--- config.mk ---
export PLATFORM = sky130hd
export DESIGN_NAME = pipe_ctrl
export DESIGN_NICKNAME = d
export VERILOG_FILES = /design/src/rtl/pipe_ctrl_pkg.sv /design/src/rtl/pipe_ctrl_cnt.sv /design/src/rtl/pipe_ctrl.sv
export SDC_FILE = /design/constraint.sdc
export NUM_CORES = 1
export LEC_CHECK = 0
export ABC_CLOCK_PERIOD_IN_PS = 4040
export CAP_MARGIN = 20
export CORE_MARGIN = 2
export CORE_UTILIZATION = 33
export DETAILED_ROUTE_END_ITERATION = 10
export PLACE_DENSITY = 0.85
export SETUP_SLACK_MARGIN = 0.3
export SLEW_MARGIN = 15
export SYNTH_ARGS = -nofsm -noshare
export SYNTH_HDL_FRONTEND = slang
export SYNTH_SLANG_ARGS = --single-unit
--- constraint.sdc ---
create_clock -name clk -period 4.04 [get_ports clk]
set_input_delay 1.01 -clock clk [delete_from_list [all_inputs] [get_ports clk]]
set_output_delay 1.01 -clock clk [all_outputs]
set_load 0.01 [all_outputs]
--- src/rtl/pipe_ctrl_pkg.sv ---
// Shared types and defaults for the pipeline hazard controller.
// Holds state encodings, control polarity constants and the control bundle type.
package pipe_ctrl_pkg;

  localparam logic RESET   = 1'b1;
  localparam logic ENABLE  = 1'b1;
  localparam logic DISABLE = 1'b0;

  localparam int unsigned MC_TIMEOUT_DEF   = 64;
  localparam int unsigned DRAIN_CYCLES_DEF = 2;

  typedef enum logic [1:0] {
    ST_RUN        = 2'd0,
    ST_MC_WAIT    = 2'd1,
    ST_TRAP_DRAIN = 2'd2,
    ST_TRAP_ENTER = 2'd3
  } state_e;

  typedef struct packed {
    logic pc_hold;
    logic pc_load;
    logic if_id_refresh;
    logic id_ex_refresh;
    logic ex_mem_refresh;
    logic mem_wb_refresh;
    logic if_id_hold;
    logic id_ex_hold;
    logic ex_mem_hold;
    logic mem_wb_hold;
    logic irq_ack;
  } ctrl_t;

endpackage

--- src/rtl/pipe_ctrl_cnt.sv ---
// Saturating up-counter with synchronous clear and enable.
// Shared by the multicycle timeout and the trap drain sequencing.
module pipe_ctrl_cnt
  import pipe_ctrl_pkg::*;
#(
  parameter int unsigned W = 7
) (
  input  logic         clk,
  input  logic         rest,
  input  logic         clr_i,
  input  logic         en_i,
  output logic [W-1:0] cnt_o
);

  logic [W-1:0] cnt_q;
  logic [W-1:0] cnt_d;

  always_comb begin
    cnt_d = cnt_q;
    if (clr_i == ENABLE) begin
      cnt_d = '0;
    end else if (en_i == ENABLE && cnt_q != {W{1'b1}}) begin
      cnt_d = cnt_q + W'(1);
    end
  end

  always_ff @(posedge clk) begin
    if (rest == RESET) begin
      cnt_q <= '0;
    end else begin
      cnt_q <= cnt_d;
    end
  end

  assign cnt_o = cnt_q;

endmodule

--- src/rtl/pipe_ctrl.sv ---
// Central hazard controller: stage refresh/hold, PC redirect/hold, trap entry.
// Controls are decoded from the registered state and live inputs for the next edge.
module pipe_ctrl
  import pipe_ctrl_pkg::*;
#(
  parameter int unsigned WD           = 32,
  parameter int unsigned MC_TIMEOUT   = MC_TIMEOUT_DEF,
  parameter int unsigned DRAIN_CYCLES = DRAIN_CYCLES_DEF
) (
  input  logic          clk,
  input  logic          rest,
  input  logic          jump_flag_i,
  input  logic [WD-1:0] jump_addr_i,
  input  logic          load_use_i,
  input  logic          mc_start_i,
  input  logic          mc_done_i,
  input  logic          mem_wait_i,
  input  logic          irq_i,
  input  logic [WD-1:0] irq_vec_i,
  output logic          pc_hold_o,
  output logic          pc_load_o,
  output logic [WD-1:0] pc_load_addr_o,
  output logic          if_id_refresh_o,
  output logic          id_ex_refresh_o,
  output logic          ex_mem_refresh_o,
  output logic          mem_wb_refresh_o,
  output logic          if_id_hold_o,
  output logic          id_ex_hold_o,
  output logic          ex_mem_hold_o,
  output logic          mem_wb_hold_o,
  output logic          irq_ack_o,
  output logic          mc_timeout_o
);

  localparam int unsigned CW = $clog2(MC_TIMEOUT) + 1;

  state_e        state_q;
  state_e        state_d;
  logic          timeout_q;
  logic          timeout_d;
  logic          cnt_clr;
  logic          cnt_en;
  logic [CW-1:0] cnt;
  ctrl_t         ctrl;
  logic [WD-1:0] load_addr;

  pipe_ctrl_cnt #(
    .W (CW)
  ) u_cnt (
    .clk   (clk),
    .rest  (rest),
    .clr_i (cnt_clr),
    .en_i  (cnt_en),
    .cnt_o (cnt)
  );

  // Priority: reset > mem wait > multicycle wait > jump > interrupt > load-use.
  always_comb begin
    state_d   = state_q;
    timeout_d = timeout_q;
    cnt_clr   = DISABLE;
    cnt_en    = DISABLE;
    ctrl      = '0;
    load_addr = '0;

    if (rest == RESET) begin
      ctrl.if_id_refresh  = 1'b1;
      ctrl.id_ex_refresh  = 1'b1;
      ctrl.ex_mem_refresh = 1'b1;
      ctrl.mem_wb_refresh = 1'b1;
    end else if (mem_wait_i) begin
      ctrl.pc_hold     = 1'b1;
      ctrl.if_id_hold  = 1'b1;
      ctrl.id_ex_hold  = 1'b1;
      ctrl.ex_mem_hold = 1'b1;
      ctrl.mem_wb_hold = 1'b1;
    end else begin
      unique case (state_q)
        ST_RUN: begin
          if (jump_flag_i) begin
            ctrl.pc_load       = 1'b1;
            ctrl.if_id_refresh = 1'b1;
            ctrl.id_ex_refresh = 1'b1;
            load_addr          = jump_addr_i;
          end else if (mc_start_i) begin
            state_d = ST_MC_WAIT;
            cnt_clr = ENABLE;
          end else if (irq_i) begin
            state_d = ST_TRAP_DRAIN;
            cnt_clr = ENABLE;
          end else if (load_use_i) begin
            ctrl.pc_hold       = 1'b1;
            ctrl.if_id_hold    = 1'b1;
            ctrl.id_ex_refresh = 1'b1;
          end
        end

        ST_MC_WAIT: begin
          if (mc_done_i) begin
            state_d = ST_RUN;
          end else begin
            ctrl.pc_hold        = 1'b1;
            ctrl.if_id_hold     = 1'b1;
            ctrl.id_ex_hold     = 1'b1;
            ctrl.ex_mem_refresh = 1'b1;
            cnt_en              = ENABLE;
            if (cnt == CW'(MC_TIMEOUT - 1)) begin
              timeout_d = 1'b1;
              state_d   = ST_RUN;
            end
          end
        end

        ST_TRAP_DRAIN: begin
          ctrl.pc_hold       = 1'b1;
          ctrl.if_id_refresh = 1'b1;
          ctrl.id_ex_refresh = 1'b1;
          cnt_en             = ENABLE;
          if (cnt == CW'(DRAIN_CYCLES - 1)) begin
            state_d = ST_TRAP_ENTER;
          end
        end

        ST_TRAP_ENTER: begin
          ctrl.pc_load       = 1'b1;
          ctrl.if_id_refresh = 1'b1;
          ctrl.irq_ack       = 1'b1;
          load_addr          = irq_vec_i;
          state_d            = ST_RUN;
        end

        default: begin
          state_d = ST_RUN;
        end
      endcase
    end
  end

  always_ff @(posedge clk) begin
    if (rest == RESET) begin
      state_q   <= ST_RUN;
      timeout_q <= 1'b0;
    end else begin
      state_q   <= state_d;
      timeout_q <= timeout_d;
    end
  end

  assign pc_hold_o        = ctrl.pc_hold;
  assign pc_load_o        = ctrl.pc_load;
  assign pc_load_addr_o   = load_addr;
  assign if_id_refresh_o  = ctrl.if_id_refresh;
  assign id_ex_refresh_o  = ctrl.id_ex_refresh;
  assign ex_mem_refresh_o = ctrl.ex_mem_refresh;
  assign mem_wb_refresh_o = ctrl.mem_wb_refresh;
  assign if_id_hold_o     = ctrl.if_id_hold;
  assign id_ex_hold_o     = ctrl.id_ex_hold;
  assign ex_mem_hold_o    = ctrl.ex_mem_hold;
  assign mem_wb_hold_o    = ctrl.mem_wb_hold;
  assign irq_ack_o        = ctrl.irq_ack;
  assign mc_timeout_o     = timeout_q;

endmodule

Yosys cells after proc, flatten, opt, wreduce, memory -nomap -nowiden. Index checks and enable logic that the tools add are counted.

Add/subtract/negate cells: 1. Equal/unequal tests: 10. Mux-type cells: 45. Bitwise gates (word level): 2. Reduce and logical (&&, ||, !) cells: 6.

Operators by type and width (count): $mux W32 (3); $pmux W32 S2 (1); $mux W2 (11); $mux W1 (20); $pmux W1 S2 (5); $pmux W2 S4 (1); $add A7 B1 Y7 const B (1); $eq A7 B1 Y1 const B (1); $eq A7 B6 Y1 const B (1); $ne A7 B7 Y1 const B (1); $ne A3 B3 Y1 const B (2); $mux W5 (1); $reduce_and A5 Y1 (1); $eq A2 B2 Y1 const B (2); $mux W4 (1); $ne A2 B2 Y1 const B (2); $reduce_and A4 Y1 (1); $reduce_or A2 Y1 (2); $mux W3 (1); $pmux W1 S3 (1); $eq A2 B1 Y1 const B (1); $logic_not A2 Y1 (1); $not A1 Y1 (2); $logic_and A1 B1 Y1 (1).

Flip-flop bits (word level): 10. Input port bits: 72. Output and inout bits: 44. Word-level logic and storage cells: 67.

Longest topological paths before layout.
Depth in word-level cells: 7. Gate-level depth with buffers: 8.

Modules after synthesis. From an unflattened synthesis, not the netlist that was laid out.

Cell total of the unflattened synthesis: 173. Area, all modules: 1204.9 um^2.

By module, submodules not included: pipe_ctrl (instances 1, cells an instance 137, area an instance 863.3 um^2, sequential area each 60.1 um^2); pipe_ctrl_cnt (instances 1, cells an instance 36, area an instance 341.6 um^2, sequential area each 140.1 um^2).

Least setup slack after synthesis. No wires, ideal clock.

Path type: in2out. Start point: input port mem_wait_i. End point: output port pc_load_addr_o[10]. Data arrival time: 1.983 ns. Required time: 3.030 ns. Slack: 1.047 ns. Stages on the path: 5. Buffers on the path: 3. Path through: buf_4 or3_1 clkbuf_1 clkbuf_1 nor2_1.

Cells in the longest elaborated chain, start to end: 2.

RTL lines: start: declaration (RTL line pipe_ctrl.sv:17) `input logic mem_wait_i,`; $mux W32 (RTL line pipe_ctrl.sv:71) `end else if (mem_wait_i) begin`; $mux W32 (RTL line pipe_ctrl.sv:66) `if (rest == RESET) begin`; end: declaration (RTL line pipe_ctrl.sv:22) `output logic [WD-1:0] pc_load_addr_o,`.

No other way between the ends.

Worst setup path in the final report.
Start point: input port rest. End point: output port pc_load_addr_o[5].

Cells in the longest elaborated chain, start to end: 1.

RTL lines: start: declaration (RTL line pipe_ctrl.sv:11) `input logic rest,`; $mux W32 (RTL line pipe_ctrl.sv:66).

No other way between the ends.

==> metrics.yaml <==
synthesis.area_um2: 1240
antenna_left: 0
syn_inst: 175
area_growth_pct: 103
grt_pass1_wl_um: 7640
diodes: 0
synth_fp_nets: 253
fin_cells: 330
io_buffers: 115
antenna_found_initial: 0
synth_top_area_cell: "a22oi_1"
async_flop_share_pct: 0
synth.distinct_cells: 40
crit_fanout: 12
placed_cells: 326
wl_per_cell_um: 15.8
most-common-layout-cells: "clkdlybuf4s50_1, nor2_1, a22oi_1, dlymetal6s2s_1"
die_x_um: 65.3
critPathArrivalTime_ns: 2.74
pwr_density_cell_nw_per_um2: 177
cts_tree: "built"
wl_um: 5210
fill_cells: 296
rsz0062_at_grt: "yes"
worst_slack_ns: 0.295
crit_type: "primary input to primary output"
status: "completed"
report.final.slew_viol_count: 0
drt_first_iter_violations: 101
place_ws_ns: 0.298
numCtsBuffers: 3
grt.total_usage_pct: 22.5
timing.max_cap.violations: 0
skew_ns: 0.000664
fmaxAchievable_mhz: 267
synth_area_leaders: "a22oi_1, dfxtp_1, nor2_1, ha_1, a21oi_1"
holdWs_ns: 0.506
drtPass1Iterations: 4
p_leak_nw: 1.41
pwr-share-comb_pct: 48.7
design_area_um2: 2520
grt_pass1_vias: 1595
core.rowCount: 22
max-slew-margin-rel_pct: 74.3
ctsHoldBuffers: 0
grt_max_degree: 34
viasPerCell: 5.30
io_pins: 116
p_int_mw: 0.315
worstMarginPinSlew_ns: 0.384
cts-root-buf: "clkbuf_8"
start_kind: "primary input"
fin_setup_tns_ns: 0
worst_ep_required_time_ns: 3.03
drive_gt1_share_pct: 6.74
synth_top_area_share_pct: 19.4
netSwitchingPower_mw: 0.129
dp_hpwl_um: 4040
vias: 1748
period_minus_slack_ns: 3.75
setup_viol: 0
clock-sinks: 10
die_h_um: 65.3
switching_share_pct: 29.1
layout.nets: 361
hp-class: "register to register"
pwr-share-clk_pct: 28.3
gp_congestion: 0.840
dieArea_um2: 4260
ir_worst_vdd_mv: 0.197
yosys_warnings: 0
synth_edf_count: 0
placed_area_um2: 2380
finalCritPeriodShare_pct: 92.7
hold_viol_final: 0
power_frac_seq_pct: 23.0
overflow: 0
post_cts_buffers: 0
synth-seq-area-share_pct: 16.2
start_util_pct: 34.1
cp-end-kind: "primary output"
cts_buffer_depth: 2
clock_latency_ns: 0.24
ys.flop_type: "dfxtp_1"
cts_resized: 3
htree_levels: 1
layout.cells.most_common: "clkdlybuf4s50_1"
ys_ff_latch: 10
route.detailed.drc: 0
coreArea_um2: 3630
clk_pin_slew_ns: 0.05
avgSynthCellArea_um2: 7.08
==> cell usage after synthesis (all sizes together), types with 2 or more instances <==
cell and number:
a22oi 32, mux2 2, dfxtp 10, a21oi 10, o31ai 6, or4 2
ha 6, or3 4, clkbuf 14, nand4 2, buf 4, inv 7
nor2b 2, o21ai 4, nand4b 2, mux2i 2, nor2 46, and2 3
==> worst paths after layout <==
path,startpoint,slack [ns],cells past startpoint,end
max,rest,0.29,5,pc_load_addr_o[5]
min reg2reg,mc_timeout_o,0.51,2,mc_timeout_o
min,mc_timeout_o,0.51,2,mc_timeout_o
max reg2reg,u_cnt.cnt_o[0],2.22,5,state_q[1]
==> metal layers <==
metal	track usage (%)	wire length [um]
met2	41.3	2680
met5	0	0
met4	6.25	117
met3	4.45	424
met1	26.4	1990
==> sequential cells by signal, summed over array words and instances, names as in the netlist <==
register      cells
mc_timeout_o      1
state_q           2
u_cnt.cnt_o       7
==> layout make-up <==
type | count | area, um2 | share of cell area [%]
tap | 48 | 60.1 | 2.38
timing repair buffer | 122 | 1280 | 51.0
sequential | 10 | 200 | 7.95
multi-input combinational | 139 | 892 | 35.4
inverter | 7 | 26.3 | 1.04
clock buffer | 4 | 55.1 | 2.19
==> per-stage QoR <==
step,total power [mW],util (%)
after global routing,0.469,69.3
after floorplan,0.202,-
after CTS,0.450,67.1
after global placement,0.318,65.6
final,0.445,69.3
after detailed placement,0.321,65.6
==> power groups by stage <==
stage / sequential (mW) / clock (mW) / combinational (mW)
final: 0.102 / 0.126 / 0.217
after detailed placement: 0.104 / 0 / 0.217
after CTS: 0.102 / 0.130 / 0.218
after floorplan: 0.104 / 0 / 0.0976
after global routing: 0.103 / 0.134 / 0.233
after global placement: 0.104 / 0 / 0.214
==> critical path, stage by stage <==
cell             delay [ns]
clkdlybuf4s50_1        0.42
or3_1                  0.42
buf_4                  0.20
nor2_1                 0.14
clkdlybuf4s50_1        0.55
==> logic make-up (layout without fill, tap and decap cells) <==
| group | count (synthesis) | in the layout | share of synthesized area (%) |
|---|---|---|---|
| simple gates | 70 | 70 | 27.5 |
| compound gates | 59 | 59 | 34.2 |
| buf+inv | 26 | 133 | 12.6 |
| flops | 10 | 10 | 16.2 |
| fa+ha+maj | 6 | 6 | 6.06 |
| mux | 4 | 4 | 3.43 |
No activity file was read; power rests on OpenSTA's default activity.
